[config.mk]
export PLATFORM = sky130hd
export DESIGN_NAME = fp_divide_seq_flat
export DESIGN_NICKNAME = d
export VERILOG_FILES = /design/src/rtl/fp_divide_seq_if.sv /design/src/rtl/fp_divide_seq.sv /design/src/flat_wrapper.sv
export SDC_FILE = /design/constraint.sdc
export NUM_CORES = 1
export LEC_CHECK = 0
export CORE_ASPECT_RATIO = 0.7
export CORE_UTILIZATION = 50
export CTS_CLUSTER_DIAMETER = 60
export CTS_CLUSTER_SIZE = 16
export DETAILED_ROUTE_END_ITERATION = 8
export PLACE_DENSITY = 0.69
export SLEW_MARGIN = 20
export SYNTH_ARGS = -nofsm -noshare
export SYNTH_HDL_FRONTEND = slang
export SYNTH_SLANG_ARGS = --single-unit
[constraint.sdc]
create_clock -name clk -period 3.6 [get_ports clk]
set_input_delay 0.54 -clock clk [delete_from_list [all_inputs] [get_ports clk]]
set_output_delay 0.54 -clock clk [all_outputs]
set_load 0.01 [all_outputs]
[src/rtl/fp_divide_seq_if.sv]
// fp_divide_seq_if: operand/result handshake bundle for the sequential fixed-point divider.
interface fp_divide_seq_if #(
  parameter int AW = 9,
  parameter int BW = 9,
  parameter int QW = 18
);
  logic          in_valid;
  logic          in_ready;
  logic [AW-1:0] A;
  logic [BW-1:0] B;
  logic          out_valid;
  logic [QW-1:0] quotient;
  logic          overflow;
  logic          div_by_zero;
  modport master (output in_valid, A, B, input in_ready, out_valid, quotient, overflow, div_by_zero);
  modport slave  (input in_valid, A, B, output in_ready, out_valid, quotient, overflow, div_by_zero);
endinterface

[src/rtl/fp_divide_seq.sv]
// fp_divide_seq: signed fixed-point A/B, restoring shift-subtract core, one quotient bit per clock.
module fp_divide_seq #(
  parameter int WI1 = 4,
  parameter int WF1 = 5,
  parameter int WI2 = 4,
  parameter int WF2 = 5,
  parameter int WIO = 8,
  parameter int WFO = 10
) (
  input logic clk,
  input logic rst_n,
  fp_divide_seq_if.slave bus
);
  localparam int AW = WI1 + WF1;
  localparam int BW = WI2 + WF2;
  localparam int QW = WIO + WFO;
  localparam int NW = WI1 + WF1 + WFO + WF2;
  localparam int CW = $clog2(NW + 1);
  localparam logic [CW-1:0] LAST = CW'(NW - 1);
  localparam logic [NW-1:0] LIM = NW'(1) << (QW - 1);
  localparam logic [NW-1:0] MAXM = LIM - 1'b1;
  localparam logic [QW-1:0] MAXQ = {1'b0, {(QW-1){1'b1}}};
  localparam logic [QW-1:0] MINQ = {1'b1, {(QW-1){1'b0}}};
  localparam logic [1:0] IDLE = 2'd0;
  localparam logic [1:0] CALC = 2'd1;
  localparam logic [1:0] FIX  = 2'd2;
  logic [1:0]    state_q, state_d;
  logic [NW-1:0] n_q, n_d, d_q, d_d, rem_q, rem_d, qm_q, qm_d;
  logic [CW-1:0] cnt_q, cnt_d;
  logic          sign_q, sign_d, zero_q, zero_d;
  logic          out_valid_q, out_valid_d, ovf_q, ovf_d, dz_q, dz_d;
  logic [QW-1:0] quo_q, quo_d;
  logic [AW-1:0] abs_a;
  logic [BW-1:0] abs_b;
  logic [NW:0]   rem_sh;
  logic          sub;
  always_comb begin
    abs_a = bus.A[AW-1] ? -bus.A : bus.A;
    abs_b = bus.B[BW-1] ? -bus.B : bus.B;
    rem_sh = {rem_q, n_q[NW-1]};
    sub = rem_sh >= {1'b0, d_q};
    state_d = state_q;
    n_d = n_q;
    d_d = d_q;
    rem_d = rem_q;
    qm_d = qm_q;
    cnt_d = cnt_q;
    sign_d = sign_q;
    zero_d = zero_q;
    out_valid_d = 1'b0;
    ovf_d = ovf_q;
    dz_d = dz_q;
    quo_d = quo_q;
    if (state_q == IDLE && bus.in_valid) begin
      // A zero dividend is forced positive so 0/-x never yields a negative zero path
      sign_d = (bus.A[AW-1] ^ bus.B[BW-1]) && (bus.A != '0);
      n_d = NW'(abs_a) << (WFO + WF2);
      d_d = NW'(abs_b) << WF1;
      rem_d = '0;
      qm_d = '0;
      cnt_d = '0;
      zero_d = bus.B == '0;
      state_d = (bus.B == '0) ? FIX : CALC;
    end else if (state_q == CALC) begin
      rem_d = NW'(sub ? rem_sh - {1'b0, d_q} : rem_sh);
      qm_d = {qm_q[NW-2:0], sub};
      n_d = n_q << 1;
      cnt_d = cnt_q + 1'b1;
      state_d = (cnt_q == LAST) ? FIX : CALC;
    end else if (state_q == FIX) begin
      // Negative results may reach exactly 2^(QW-1) in magnitude without saturating
      ovf_d = zero_q || (sign_q ? qm_q > LIM : qm_q > MAXM);
      quo_d = ovf_d ? (sign_q ? MINQ : MAXQ) : (sign_q ? QW'(-qm_q) : qm_q[QW-1:0]);
      dz_d = zero_q;
      out_valid_d = 1'b1;
      state_d = IDLE;
    end
  end
  always_ff @(posedge clk or negedge rst_n) begin
    if (!rst_n) begin
      state_q <= IDLE;
      n_q <= '0;
      d_q <= '0;
      rem_q <= '0;
      qm_q <= '0;
      cnt_q <= '0;
      sign_q <= 1'b0;
      zero_q <= 1'b0;
      out_valid_q <= 1'b0;
      ovf_q <= 1'b0;
      dz_q <= 1'b0;
      quo_q <= '0;
    end else begin
      state_q <= state_d;
      n_q <= n_d;
      d_q <= d_d;
      rem_q <= rem_d;
      qm_q <= qm_d;
      cnt_q <= cnt_d;
      sign_q <= sign_d;
      zero_q <= zero_d;
      out_valid_q <= out_valid_d;
      ovf_q <= ovf_d;
      dz_q <= dz_d;
      quo_q <= quo_d;
    end
  end
  assign bus.in_ready = state_q == IDLE;
  assign bus.out_valid = out_valid_q;
  assign bus.quotient = quo_q;
  assign bus.overflow = ovf_q;
  assign bus.div_by_zero = dz_q;
endmodule

[src/flat_wrapper.sv]
// flat-port wrapper written by rule: the top's interface ports become plain ports
module fp_divide_seq_flat 
#(
  parameter int WI1 = 4,
  parameter int WF1 = 5,
  parameter int WI2 = 4,
  parameter int WF2 = 5,
  parameter int WIO = 8,
  parameter int WFO = 10
)
  (clk, rst_n, bus_in_valid, bus_A, bus_B, bus_in_ready, bus_out_valid, bus_quotient, bus_overflow, bus_div_by_zero);
  fp_divide_seq_if #(.AW(9), .BW(9), .QW(18)) bus_i ();
  input logic clk;
  input logic rst_n;
  input wire logic [$bits(bus_i.in_valid)-1:0] bus_in_valid;
  input wire logic [$bits(bus_i.A)-1:0] bus_A;
  input wire logic [$bits(bus_i.B)-1:0] bus_B;
  output wire logic [$bits(bus_i.in_ready)-1:0] bus_in_ready;
  output wire logic [$bits(bus_i.out_valid)-1:0] bus_out_valid;
  output wire logic [$bits(bus_i.quotient)-1:0] bus_quotient;
  output wire logic [$bits(bus_i.overflow)-1:0] bus_overflow;
  output wire logic [$bits(bus_i.div_by_zero)-1:0] bus_div_by_zero;
  assign bus_i.in_valid = bus_in_valid;
  assign bus_i.A = bus_A;
  assign bus_i.B = bus_B;
  assign bus_in_ready = bus_i.in_ready;
  assign bus_out_valid = bus_i.out_valid;
  assign bus_quotient = bus_i.quotient;
  assign bus_overflow = bus_i.overflow;
  assign bus_div_by_zero = bus_i.div_by_zero;
  fp_divide_seq #(.WI1(WI1), .WF1(WF1), .WI2(WI2), .WF2(WF2), .WIO(WIO), .WFO(WFO)) u_core (.clk(clk), .rst_n(rst_n), .bus(bus_i));
endmodule
==> metrics.log <==
[metrics] multiplexer share of the synthesized area: 8.642%
[metrics] kind of critical path: reg2reg
[metrics] r2r worst-path depth: 10
[metrics] hold_ws: 198.6 ps
[metrics] number of antenna violations at the first check in global routing: 0
[metrics] main combinational cell family by area after synthesis: simple AND/OR/NAND/NOR gates
[metrics] Cell Area, Placed: 6007 sq um
[metrics] relative area change from synthesis to final layout: 15.18%
[metrics] Design Area, Final: 6304 sq um
[metrics] static power due to leakage: 2.797 nW
[metrics] final-report setup violation count: 0
[metrics] maximum resistive drop on vdd: 0.3760 mV
[metrics] synthesized cell area: 5473 sq um
[metrics] number of nets in the finished design: 648
[metrics] core occupancy in the finished layout: 59.97%
[metrics] wire per inst: 15.72 um
[metrics] wire length of the first global-routing pass: 20.65 mm
[metrics] vertical die dimension: 89.53 um
[metrics] H-tree levels: 3
[metrics] Post-Synthesis Mean Instance Area: 9.403 sq um
[metrics] crit start category: register
[metrics] outcome: complete, no violations
[metrics] Setup WS pre-CTS: 813.0 ps
[metrics] proportion of synthesized chip area in sequential cells: 43.90%
[metrics] worst-skew pair later-pin latency: 340 ps
[metrics] number of resized instances in the post-cts repair step: 0
[metrics] DIE AREA: 11,370 sq um
[metrics] final weighted congestion in routability-driven placement: 0.8523
[metrics] share of flip-flops with an asynchronous set or reset: 100.0%
[metrics] most used standard cell by instance count after synthesis: sky130_fd_sc_hd__dfrtp_1
[metrics] buffer depth of the longest clock path: 2
[metrics] clock tree root driver cell: sky130_fd_sc_hd__clkbuf_16
[metrics] Tot GR Track Use: 23.18%
[metrics] ratio of final minimum period to clock period: 78.41%
[metrics] global route total overflow: 0
[metrics] share of the synthesized area in the top cell type: 43.90%
[metrics] simple-gate portion of the synthesized area: 17.60%
[metrics] final hold viol count: 0
[metrics] count of fill cells added during filler insertion: 930
[metrics] Post-Syn Instances: 582
[metrics] area of the core: 10,510 sq um
[metrics] setup ws final: 777.3 ps
[metrics] hold buffer count at CTS: 0
[metrics] First DRT Iteration DRCs: 284
[metrics] diode count: 0
[metrics] path type of the worst min-delay path: in2async
[metrics] I/O Pins: 43
[metrics] number of buffers created by CTS: 9
[metrics] estimated wirelength of the detail-placed design: 8.417 mm
[metrics] slew of the pin with the lowest slew margin: 835.6 ps
[metrics] number of pins exceeding their max-slew limit in the final report: 0
[metrics] via/cell ratio: 5.709
[metrics] final critical delay including setup and external delays: 2823 ps
[metrics] die boundary width: 127.0 um
[metrics] number of global-route vias before repair: 4,113
[metrics] via count: 4,350
[metrics] synthesized-area fraction occupied by ao, oa, aoi and oai cells: 16.28%
[metrics] Yosys reg bits: 96
[metrics] worst-case headroom to the max-slew limit: 44.29%
[metrics] routed wire length: 11.98 mm
[metrics] number of nets with antenna violations after detailed routing: 0
[metrics] effective utilization at floorplan: 52.07%
[metrics] cell taking the most area after synthesis: sky130_fd_sc_hd__dfrtp_1
[metrics] leading post-synthesis cells by cell area: sky130_fd_sc_hd__dfrtp_1 (44%), sky130_fd_sc_hd__mux2i_1 (8.2%), sky130_fd_sc_hd__nor2_1 (4.8%)
[metrics] kind of end point of the critical path: register
[metrics] power density relative to cell area: 954.2 nW/um^2
[metrics] number of enable-type register cells in the synthesized netlist: 0
[metrics] TritonCTS clock tree: yes
[metrics] clock input transition at the sequential cells of the worst setup and hold paths: 70 ps
[metrics] count of port buffers added during placement: 42
[metrics] count of distinct cell types in the synthesized netlist: 65
[metrics] predominant post-synthesis flop cell: sky130_fd_sc_hd__dfrtp_1
[metrics] row cnt: 31
[metrics] critical path required time: 3860 ps
[metrics] highest net fanout along the worst path: 10
[metrics] clk_skew: 5.971 ps
[metrics] share of final-layout standard cells stronger than drive strength 1: 7.003%
[metrics] data arrival time of the critical path: 3080 ps
[metrics] iteration count of the initial detailed-routing pass: 4
[metrics] number of maximum-capacitance violations: 0
[metrics] top post-synthesis cells by count: sky130_fd_sc_hd__dfrtp_1 (96), sky130_fd_sc_hd__nor2_1 (70), sky130_fd_sc_hd__nand2_1 (55)
[metrics] TritonCTS Sinks: 96
[metrics] number of warnings issued by yosys: 0
[metrics] count of buffers added by post-CTS timing repair for setup: 0
[metrics] maximum number of pins on one net before global-route repair: 57
[metrics] post-synthesis adder-cell area fraction: 4.024%
[metrics] maximum achievable frequency: 0.3543 GHz
[metrics] XOR/XNOR Fraction of Synth Area: 4.961%
[metrics] DRC violation count after routing: 0
[metrics] Sum Neg Setup Slack: 0 ps
[metrics] RSZ-0062 raised after global routing: false
[metrics] Post-Syn Nets: 620
[layout by cell type, fill, tap and decap left out, types with 3 or more instances in the layout]
cell	synthesis	layout
sky130_fd_sc_hd__a211oi_1	7	7
sky130_fd_sc_hd__a21o_1	6	6
sky130_fd_sc_hd__a21oi_1	21	21
sky130_fd_sc_hd__a221oi_1	9	9
sky130_fd_sc_hd__a31o_2	3	3
sky130_fd_sc_hd__a31oi_1	9	9
sky130_fd_sc_hd__and2_1	4	3
sky130_fd_sc_hd__buf_4	1	8
sky130_fd_sc_hd__clkbuf_16	0	9
sky130_fd_sc_hd__clkdlybuf4s50_1	0	41
sky130_fd_sc_hd__clkinvlp_4	0	3
sky130_fd_sc_hd__dfrtp_1	96	96
sky130_fd_sc_hd__ha_1	16	15
sky130_fd_sc_hd__inv_1	31	31
sky130_fd_sc_hd__mux2i_1	45	45
sky130_fd_sc_hd__nand2_1	55	55
sky130_fd_sc_hd__nand3_1	9	9
sky130_fd_sc_hd__nand4_1	7	7
sky130_fd_sc_hd__nor2_1	70	70
sky130_fd_sc_hd__nor2b_1	3	3
sky130_fd_sc_hd__nor3_1	9	9
sky130_fd_sc_hd__nor4_1	9	9
sky130_fd_sc_hd__o21a_1	5	5
sky130_fd_sc_hd__o21ai_0	38	38
sky130_fd_sc_hd__o221ai_1	3	3
sky130_fd_sc_hd__o22ai_1	4	4
sky130_fd_sc_hd__o31ai_1	5	5
sky130_fd_sc_hd__or3_1	8	8
sky130_fd_sc_hd__xnor2_1	14	14
sky130_fd_sc_hd__xor2_1	17	17
[sequential cells by signal, indices dropped and copies added, names as in the netlist]
signal,flops
u_core.n_q,9
u_core.bus.overflow,1
u_core.sign_q,1
u_core.zero_q,1
u_core.bus.quotient,18
u_core.cnt_q,5
u_core.bus.out_valid,1
u_core.rem_q,24
u_core.bus.div_by_zero,1
u_core.qm_q,24
u_core.d_q,9
u_core.state_q,2
[worst max-delay path: stages, from the launching register on]
cell	delay (ps)
sky130_fd_sc_hd__dfrtp_1	390
sky130_fd_sc_hd__inv_1	60
sky130_fd_sc_hd__ha_1	150
sky130_fd_sc_hd__inv_1	50
sky130_fd_sc_hd__fa_1	400
sky130_fd_sc_hd__a21o_1	230
sky130_fd_sc_hd__a221oi_2	410
sky130_fd_sc_hd__o21ai_1	310
sky130_fd_sc_hd__a2bb2oi_2	290
sky130_fd_sc_hd__a31o_2	280
sky130_fd_sc_hd__a31oi_1	170
[routing by layer]
metal | track usage, % | vias up | share of wire, %
li1 | - | 2128 | -
met1 | 33.93 | 2134 | 51
met2 | 34.67 | 77 | 44
met3 | 5.147 | 11 | 4.8
met4 | 6.277 | 0 | 0.67
met5 | 0 | - | 0
[power by group]
group          switching (mW)  internal [mW]  leakage (nW)  total, mW
clock                   0.412          0.552         0.137      0.965
combinational            1.80           1.38          1.43       3.18
sequential              0.370           1.50          1.23       1.87
total                    2.58           3.43          2.80       6.01
[per-stage QoR]
step | instances | power [mW]
after floorplan | 582 | 4.195
after global placement | 747 | 4.942
after detailed placement | 747 | 5.035
after CTS | 762 | 6.032
after global routing | 762 | 6.546
final | 762 | 6.015
[logic make-up after synthesis]
family          Yosys count
flops                    96
simple gates            197
mux                      47
xor+xnor                 31
fa+ha+maj                17
buf+inv                  63
compound gates          131
[path summary, 6_finish.rpt]
check	startpoint	end	slack, ps
max in group asynchronous	rst_n	u_core.state_q[0]	2570
worst min register to register	u_core.d_q[7]	u_core.d_q[7]	480
worst max-delay path	u_core.rem_q[4]	u_core.rem_q[16]	780
worst min-delay path	rst_n	u_core.rem_q[13]	200
worst max register to register	u_core.rem_q[4]	u_core.rem_q[16]	780
min in group clk	u_core.d_q[7]	u_core.d_q[7]	480
[final cells by class]
class                   instances  area [sq um]  area share (%)
multi-input cells             423          2833           44.94
flip-flops and latches         96          2402           38.11
repair buffers                 49         470.5           7.463
clock buffers                  10         239.0           3.791
well taps                     148         185.2           2.938
inverters                      31         116.4           1.846
clock inverters                 5         57.56          0.9131
Power figures use the tool's default switching activity.
